[src/rtl/prog_mem_loader.sv]
// Program memory for the 4-bit CPU: combinational instruction fetch plus a
// valid/ready byte loader that holds the CPU in reset until a full image is written.
module prog_mem_loader #(
    parameter int unsigned ADDR_W = 4,
    parameter int unsigned DATA_W = 8,
    parameter int unsigned DEPTH  = 16
) (
    input  logic              clk,
    input  logic              reset,
    input  logic [ADDR_W-1:0] address,
    output logic [DATA_W-1:0] instr,
    output logic              cpu_n_reset,
    input  logic              ld_start,
    input  logic              ld_valid,
    input  logic [DATA_W-1:0] ld_data,
    output logic              ld_ready,
    output logic              ld_done,
    output logic [ADDR_W:0]   ld_count
);

    typedef enum logic [1:0] {
        StIdle,
        StLoad,
        StRelease,
        StRun
    } state_e;

    localparam logic [ADDR_W:0] LastCount = (ADDR_W + 1)'(DEPTH - 1);

    state_e            state_q;
    logic [DATA_W-1:0] mem_q [DEPTH];
    logic [ADDR_W-1:0] wptr_q;
    logic [ADDR_W:0]   count_q;
    logic              cpu_n_reset_q;
    logic              ld_done_q;

    always_ff @(posedge clk or posedge reset) begin
        if (reset) begin
            state_q       <= StIdle;
            wptr_q        <= '0;
            count_q       <= '0;
            cpu_n_reset_q <= 1'b0;
            ld_done_q     <= 1'b0;
            for (int i = 0; i < int'(DEPTH); i++) begin
                mem_q[i] <= '0;
            end
        end else begin
            ld_done_q <= 1'b0;
            case (state_q)
                StIdle: begin
                    if (ld_start) begin
                        state_q       <= StLoad;
                        wptr_q        <= '0;
                        count_q       <= '0;
                        cpu_n_reset_q <= 1'b0;
                    end
                end
                StLoad: begin
                    // A restart wins over a byte presented on the same edge.
                    if (ld_start) begin
                        wptr_q  <= '0;
                        count_q <= '0;
                    end else if (ld_valid) begin
                        mem_q[wptr_q] <= ld_data;
                        wptr_q        <= wptr_q + 1'b1;
                        count_q       <= count_q + 1'b1;
                        if (count_q == LastCount) begin
                            state_q   <= StRelease;
                            ld_done_q <= 1'b1;
                        end
                    end
                end
                StRelease: begin
                    // One full cycle in reset after the last write before the CPU runs.
                    state_q       <= StRun;
                    cpu_n_reset_q <= 1'b1;
                end
                StRun: begin
                    if (ld_start) begin
                        state_q       <= StLoad;
                        wptr_q        <= '0;
                        count_q       <= '0;
                        cpu_n_reset_q <= 1'b0;
                    end
                end
                default: begin
                    state_q       <= StIdle;
                    cpu_n_reset_q <= 1'b0;
                end
            endcase
        end
    end

    assign ld_ready    = (state_q == StLoad);
    assign ld_done     = ld_done_q;
    assign ld_count    = count_q;
    assign cpu_n_reset = cpu_n_reset_q;
    assign instr       = cpu_n_reset_q ? mem_q[address] : '0;

endmodule
[config.mk]
export PLATFORM = sky130hd
export DESIGN_NAME = prog_mem_loader
export DESIGN_NICKNAME = d
export VERILOG_FILES = /design/src/rtl/prog_mem_loader.sv
export SDC_FILE = /design/constraint.sdc
export NUM_CORES = 1
export LEC_CHECK = 0
export BUFFER_PORTS_ARGS = -buffer_cell sky130_fd_sc_hd__clkbuf_2
export CAP_MARGIN = 20
export CELL_PAD_IN_SITES_DETAIL_PLACEMENT = 1
export CELL_PAD_IN_SITES_GLOBAL_PLACEMENT = 1
export CORE_MARGIN = 4
export CORE_UTILIZATION = 55
export DETAILED_ROUTE_END_ITERATION = 8
export PLACE_DENSITY_LB_ADDON = 0.25
export REMOVE_ABC_BUFFERS = 1
export SLEW_MARGIN = 40
export SYNTH_ARGS = -nofsm -noshare
export SYNTH_HDL_FRONTEND = slang
export SYNTH_SLANG_ARGS = --single-unit
export TNS_END_PERCENT = 1
[constraint.sdc]
create_clock -name clk -period 13.3 [get_ports clk]
set_input_delay 2.66 -clock clk [delete_from_list [all_inputs] [get_ports clk]]
set_output_delay 2.66 -clock clk [all_outputs]
set_load 0.05 [all_outputs]
# Yosys cells after proc, flatten, opt, wreduce, memory -nomap -nowiden

Index checks and enable logic that the tools add are counted.
W data, S select, Z words.

Input port bits: 16
Memories kept: 0
Memory bits (read-only): 0
RAM bits: 0
Bits in latches: 0
Register bits: 141
Output and inout port bits: 16

Reductions and logical operators: 9
Bitwise gates (word level): 3
$lt $le $gt $ge: 3
Equality and inequality tests: 9
Multiply operators: 0
Divide/modulo/power cells: 0
Multiplexer cells: 26
Add/sub/neg operators: 2
Shift-type cells: 0

Operators by type and width:

| cell                  | number |
|---|---|
| $bwmux W128           | 1 |
| $bmux W8 S4           | 1 |
| $demux W8 S4          | 1 |
| $mux W8               | 4 |
| $mux W5               | 3 |
| $mux W4               | 3 |
| $ge A5 B5 Y1 const B  | 2 |
| $not A4 Y5            | 2 |
| $pmux W5 S2           | 1 |
| $mux W2               | 4 |
| $pmux W4 S2           | 1 |
| $pmux W2 S3           | 1 |
| $reduce_and A3 Y1     | 2 |
| $add A5 B1 Y5 const B | 1 |
| $eq A5 B4 Y1 const B  | 1 |
| $lt A5 B1 Y1 const B  | 1 |
| $mux W1               | 5 |
| $add A4 B1 Y4 const B | 1 |
| $eq A2 B2 Y1 const B  | 2 |
| $ne A2 B1 Y1 const B  | 2 |
| $ne A2 B2 Y1 const B  | 2 |
| $reduce_and A4 Y1     | 1 |
| $reduce_bool A2 Y1    | 2 |
| $ne A3 B3 Y1 const B  | 1 |
| other kinds (7)       | 7 |

# Logic depth before layout (Yosys ltp)

Gate-level depths: netlist (run 1).

Depth in word-level cells: 6
Gate-level depth with buffers: 7
Mapped depth without buffers: 6

# Worst setup path before layout (run 1)

Ideal clock, no wire load.

Path type: in2out
Start: in address[0]
End: out instr[6]
Slack: 6060 ps
Buffers on the path: 3
Arrival time: 4580 ps
Stages on the path: 7
Path through: buf_4 > buf_6 > buf_4 > mux2i_1 > a22oi_1 > nand2_1 > o21ai_0

Longest elaborated chain between the ends: 5

RTL lines:

| element                                     | line | source |
|---|---|---|
| start, declared                             | 10   | `input logic [ADDR_W-1:0] address,` |
| $not A4 Y5 (not written as such)            | 98   | `assign instr = cpu_n_reset_q ? mem_q[address] : '0;` |
| $bmux W8 S4                                 | 98   |  |
| $mux W8 (not written as such) (2 in series) | 98   |  |
| $mux W8                                     | 98   |  |
| end, declared                               | 11   | `output logic [DATA_W-1:0] instr,` |

No other way between the ends. The select of a mux whose other input is x is not followed.

# Worst setup path in the final report (run 1)

Start: in address[2]
End: out instr[1]

The elaborated chain is that of the path after synthesis.

==> impl_metrics.env, run 1 <==
export IMPL_netlist_instances=468
export IMPL_setup_violations=0
export IMPL_ir_drop_uv=67.2
export IMPL_clkLatencyLatePin_ps=420
export IMPL_dp_cells=618
export IMPL_fp_dieH_um=118
export IMPL_io_buffers=31
export IMPL_hold_violations=0
export IMPL_cts_buffer_depth=2
export IMPL_overflow=0
export IMPL_numCtsBuffers=17
export IMPL_dr_wl_met3_um=510
export IMPL_p_leak_nw=3.60
export IMPL_reg2reg_slack_ps=10820
export IMPL_synth_top_area_cell="dfrtp_1"
export IMPL_grt_pass1_vias=4599
export IMPL_max_freq_ghz=0.139
export IMPL_top_layer="met4"
export IMPL_fin_crit_ps=7190
export IMPL_n_antenna_cell=0
export IMPL_rows=39
export IMPL_final_cells=647
export IMPL_dieArea_mm2=0.0139
export IMPL_grt_usage_pct=24.5
export IMPL_endpoint_kind="output pin"
export IMPL_synth_cell_types=35
export IMPL_synth_top_area_share_pct=52.9
export IMPL_dr_pass1_iters=5
export IMPL_postCtsHoldBufs=0
export IMPL_worst_pin_slew_ps=699
export IMPL_place_hpwl_um=10200
export IMPL_synthTopCellsByArea="dfrtp_1, mux2_2, mux4_2"
export IMPL_pwr_density_cell_mw_per_mm2=143
export IMPL_synth_avg_cell_area_um2=14.2
export IMPL_worstSetupPathType="in -> out"
export IMPL_wl_met2_um=8260
export IMPL_cp_start_kind="input pin"
export IMPL_cts_resized=0
export IMPL_clockRootBuffer="clkbuf_16"
export IMPL_setup_tns_ps=0
export IMPL_grt_max_degree=89
export IMPL_wl_per_cell_um=24.5
export IMPL_final_nets=519
export IMPL_antenna_found_initial=0
export IMPL_rsz0062_at_grt="no"
export IMPL_globalplace_congestion=0.752
export IMPL_whs_ps=497
export IMPL_cp_max_fo=20
export IMPL_syn2layout_area_growth_pct=11.2
export IMPL_final_area_mm2=0.00741
export IMPL_initialDrtViolationCount=244
export IMPL_final_antenna_net_count=0
export IMPL_slew_headroom_pct=53.4
export IMPL_dpl_cell_area_mm2=0.00688
export IMPL_cap_violations=0
export IMPL_status="complete, no violations"
export IMPL_synth_seq_area_share_pct=52.9
export IMPL_viasPerCell=6.31
export IMPL_hp_class="reg -> reg"
export IMPL_postCtsSetupBuffers=0
export IMPL_cp_required_ps=10640
export IMPL_wl_met1_um=6660
export IMPL_cts_tree="yes"
export IMPL_ioPinCount=32
export IMPL_period_share_pct=54.0
export IMPL_grt_pass1_wl_um=26000
export IMPL_maxSlewViolCount=0
export IMPL_fillers=1108
export IMPL_syn_area_mm2=0.00666
export IMPL_remaining_drc_errors=0
export IMPL_skew_ps=6.18
export IMPL_cts_sinks=141
export IMPL_ys_seq_elements=141
export IMPL_initial_utilization_pct=57.4
export IMPL_via_count=4085
export IMPL_die_x_um=118
export IMPL_routed_wl_um=15900
export IMPL_ys_warn_count=0
export IMPL_htree_levels=4
export IMPL_arrival_ps=4530
export IMPL_path_clk_slew_ps=50
export IMPL_drive_gt1_share_pct=43.1
export IMPL_core_area_mm2=0.0116
flip-flops by register name, indices dropped and copies added (netlist names):
register     count
mem_q          128
ld_count         5
wptr_q           4
state_q          2
cpu_n_reset      1
ld_done          1
cell usage after synthesis, drive strengths merged:
| cell | count |
|---|---|
| o211ai | 2 |
| nor3 | 3 |
| buf | 13 |
| nand3 | 2 |
| nand3b | 1 |
| mux4 | 22 |
| o21ai | 23 |
| dfrtp | 141 |
| nor3b | 4 |
| nor2b | 3 |
| ha | 9 |
| nand2b | 2 |
| and3b | 1 |
| nand4 | 2 |
| and2 | 6 |
| and3 | 3 |
| clkbuf | 13 |
| nand2 | 23 |
| clkinv | 1 |
| o2bb2ai | 1 |
| a21oi | 8 |
| mux2i | 26 |
| a31oi | 1 |
| a221oi | 4 |
| nor2 | 7 |
| a22oi | 12 |
| inv | 7 |
| mux2 | 128 |
final timing paths:
kind | from | to | cells after the start
max | address[2] | instr[1] | 6
min | mem_q[10] | mem_q[10] | 1
max reg2reg | state_q[1] | mem_q[66] | 6
min reg2reg | mem_q[10] | mem_q[10] | 1
max in group asynchronous | reset | mem_q[20] | 3
min in group asynchronous | reset | mem_q[25] | 2
kinds of logic (layout without fill, tap and decap cells):
logic type | count (synthesis) | count (layout) | synth area share [%]
AOI/OAI and AO/OA | 51 | 51 | 4.66
buffers and inverters | 34 | 70 | 2.55
and+or+nand+nor | 57 | 57 | 5.18
muxes | 176 | 176 | 33.0
DFF | 141 | 141 | 52.9
adders and majority gates | 9 | 9 | 1.69
critical path, cell delays in order:
cell and delay [ps]:
clkbuf_2 440, nor2b_1 610, a22oi_1 240, nand2_1 160, o21ai_0 120, clkbuf_2 270
final cells by class:
class | count | area (um^2) | area share, %
clock buffer | 28 | 517 | 6.97
tap | 143 | 179 | 2.41
clock inverter | 1 | 5.00 | 0.0675
multi-input combinational | 293 | 2970 | 40.0
timing repair buffer | 33 | 180 | 2.43
sequential | 141 | 3530 | 47.6
inverter | 8 | 35.0 | 0.473
power breakdown:
group / total (mW) / switching (mW) / internal (mW)
Sequential: 0.497 / 0.0246 / 0.473
Combinational: 0.136 / 0.0745 / 0.0614
Clock: 0.423 / 0.163 / 0.260
cells in the final DEF, fill, tap and decap left out:
cell type  synthesis  layout
dfrtp_1          141     141
mux2_2           122     122
clkbuf_2           0      31
mux2i_1           26      26
o21ai_0           23      23
mux4_2            22      22
clkbuf_16          0      17
nand2_2           12      12
a22oi_1           12      12
nand2_1           11      11
ha_1               9       9
a21oi_1            8       8
nor2_1             7       7
inv_1              7       6
mux2_1             6       6
and2_1             6       6
clkbuf_8           0       6
clkbuf_1          13       6
a221oi_1           4       4
nor2b_1            3       3
and3_1             3       3
nor3b_1            2       2
nand3_1            2       2
nand2b_1           2       2
nand4_1            2       2
nor3_1             2       2
o211ai_1           2       2
nand3b_2           1       1
nor3_4             1       1
clkinv_1           1       1
and3b_1            1       1
nor3b_4            1       1
a31oi_1            1       1
inv_6              0       1
nor3b_2            1       1
o2bb2ai_1          1       1
clkinv_2           0       1
buf_6              1       1
per-stage QoR:
stage | worst slack [ps] | utilization (%) | total power [mW]
after floorplan | 6480 | - | 0.592
after global placement | 6040 | 59.2 | 0.630
after detailed placement | 6020 | 59.3 | 0.640
after CTS | 6000 | 63.7 | 1.06
after global routing | 6010 | 63.8 | 1.10
final | 6110 | 63.8 | 1.06
layer usage:
layer	GRT usage, %	vias up
li1	-	1780
met5	0	-
met4	9.89	0
met2	41.3	85
met1	30.5	2189
met3	5.57	31
No activity file was read; power rests on OpenSTA's default activity.
==> inputs of run 2 (changes only) <==
Settings changed: CORE_UTILIZATION 55 to 47.
Clock period 13.3 ns to 6.3 ns, I/O delays scaled along.
==> impl_metrics.env, run 2 (synthesis results as in run 1) <==
export IMPL_antenna_found_initial=0
export IMPL_cts_sinks=141
export IMPL_setup_violations=0
export IMPL_ioPinCount=32
export IMPL_cp_start_kind="input pin"
export IMPL_grt_pass1_wl_um=25300
export IMPL_dieArea_mm2=0.0161
export IMPL_hold_violations=0
export IMPL_mostFrequentLayoutCells="dfrtp_1, mux2_2, clkbuf_2"
export IMPL_skew_ps=10.2
export IMPL_htree_levels=4
export IMPL_cts_resized=0
export IMPL_mostFrequentLayoutCell="dfrtp_1"
export IMPL_core_area_mm2=0.0139
export IMPL_slew_headroom_pct=51.8
export IMPL_endpoint_kind="output pin"
export IMPL_n_antenna_cell=0
export IMPL_ir_drop_uv=183
export IMPL_initialDrtViolationCount=202
export IMPL_worstSetupPathType="in -> out"
export IMPL_grt_pass1_vias=4473
export IMPL_p_leak_nw=3.65
export IMPL_routed_wl_um=15300
export IMPL_postCtsHoldBufs=0
export IMPL_io_buffers=31
export IMPL_wl_per_cell_um=22.2
export IMPL_die_x_um=127
export IMPL_clkLatencyLatePin_ps=420
export IMPL_cts_tree="yes"
export IMPL_period_share_pct=68.9
export IMPL_pwr_density_cell_mw_per_mm2=310
export IMPL_max_freq_ghz=0.230
export IMPL_fillers=1373
export IMPL_path_clk_slew_ps=50
export IMPL_arrival_ps=3080
export IMPL_maxSlewViolCount=0
export IMPL_cts_buffer_depth=2
export IMPL_fin_ws_ps=1960
export IMPL_drive_gt1_share_pct=44.0
export IMPL_final_antenna_net_count=0
export IMPL_cp_required_ps=5040
export IMPL_dp_slack_ps=1920
export IMPL_regMostFlops="mem_q"
export IMPL_hp_class="reg -> reg"
export IMPL_largest_reg_flops=128
export IMPL_clockRootBuffer="clkbuf_16"
export IMPL_cp_max_fo=22
export IMPL_postCtsSetupBuffers=0
export IMPL_worstHoldStart="mem_q[115]"
export IMPL_dr_pass1_iters=4
export IMPL_rows=43
export IMPL_viasPerCell=5.79
export IMPL_cap_violations=0
export IMPL_fp_dieH_um=127
export IMPL_syn2layout_area_growth_pct=13.2
export IMPL_numCtsBuffers=17
export IMPL_globalplace_congestion=0.756
export IMPL_grt_usage_pct=20.6
export IMPL_setup_tns_ps=0
export IMPL_setup_worst_path_start="address[0]"
export IMPL_rsz0062_at_grt="no"
export IMPL_place_hpwl_um=9990
export IMPL_via_count=3979
export IMPL_dp_cells=655
export IMPL_initial_utilization_pct=48.0
export IMPL_final_nets=519
export IMPL_final_cells=687
export IMPL_fin_crit_ps=4340
export IMPL_reg2reg_from="state_q[1]"
export IMPL_status="complete, no violations"
export IMPL_worst_pin_slew_ps=723
export IMPL_overflow=0
export IMPL_remaining_drc_errors=0
export IMPL_grt_max_degree=89
run 2: cell count changes in the layout (fill, tap and decap cells not counted):
| cell | previous run | this run |
|---|---|---|
| clkbuf_1 | 6 | 3 |
| clkinv_2 | 1 | 4 |
| inv_8 | 0 | 1 |
| clkbuf_2 | 31 | 30 |
| buf_12 | 0 | 1 |
| buf_6 | 1 | 0 |
| inv_6 | 1 | 0 |
| bufinv_16 | 0 | 2 |
| clkbuf_4 | 0 | 1 |
| buf_4 | 0 | 1 |
run 2: power by group:
part           total (mW)  internal [mW]  switching, mW
clock network        1.00          0.643          0.359
logic               0.282          0.130          0.152
registers            1.05          0.998         0.0533
run 2: cell type report:
type	count	area, um^2	share of cell area [%]
multi-input combinational	293	2970	39.3
sequential	141	3530	46.8
inverter	8	37.5	0.498
tap	180	225	2.99
clock buffer	26	519	6.89
timing repair buffer	33	185	2.46
clock inverter	6	80.1	1.06
run 2: critical path: stages:
cell	delay, ps
clkbuf_4	440
buf_12	270
mux4_2	530
mux2i_1	210
o21ai_0	110
clkbuf_2	250
run 2: layer usage:
layer,up-vias,wire [um],global-route usage (%)
met3,17,439,4.43
met4,0,204,7.32
met5,-,0,0
met2,59,8070,35.7
met1,2116,6570,25.5
li1,1787,-,-
run 2: stage by stage:
| step | util, % | area, um^2 | power [mW] | hold slack [ps] |
|---|---|---|---|---|
| finish | 54.3 | 7540 | 2.34 | 501 |
| global route | 54.3 | 7540 | 2.44 | 507 |
| CTS | 54.3 | 7540 | 2.36 | 501 |
| detailed placement | 50.0 | 6940 | 1.35 | 483 |
| global placement | 50.0 | 6940 | 1.33 | 470 |
| floorplan | - | 6520 | 1.25 | 459 |
run 2: final timing paths:
path	slack, ps	endpoint	depth (start not counted)
max in group asynchronous	4210	mem_q[53]	3
worst min register to register	500	mem_q[115]	1
min in group asynchronous	940	state_q[0]	2
worst max-delay path	1960	instr[7]	6
worst min-delay path	500	mem_q[115]	1
worst max register to register	3910	mem_q[70]	6
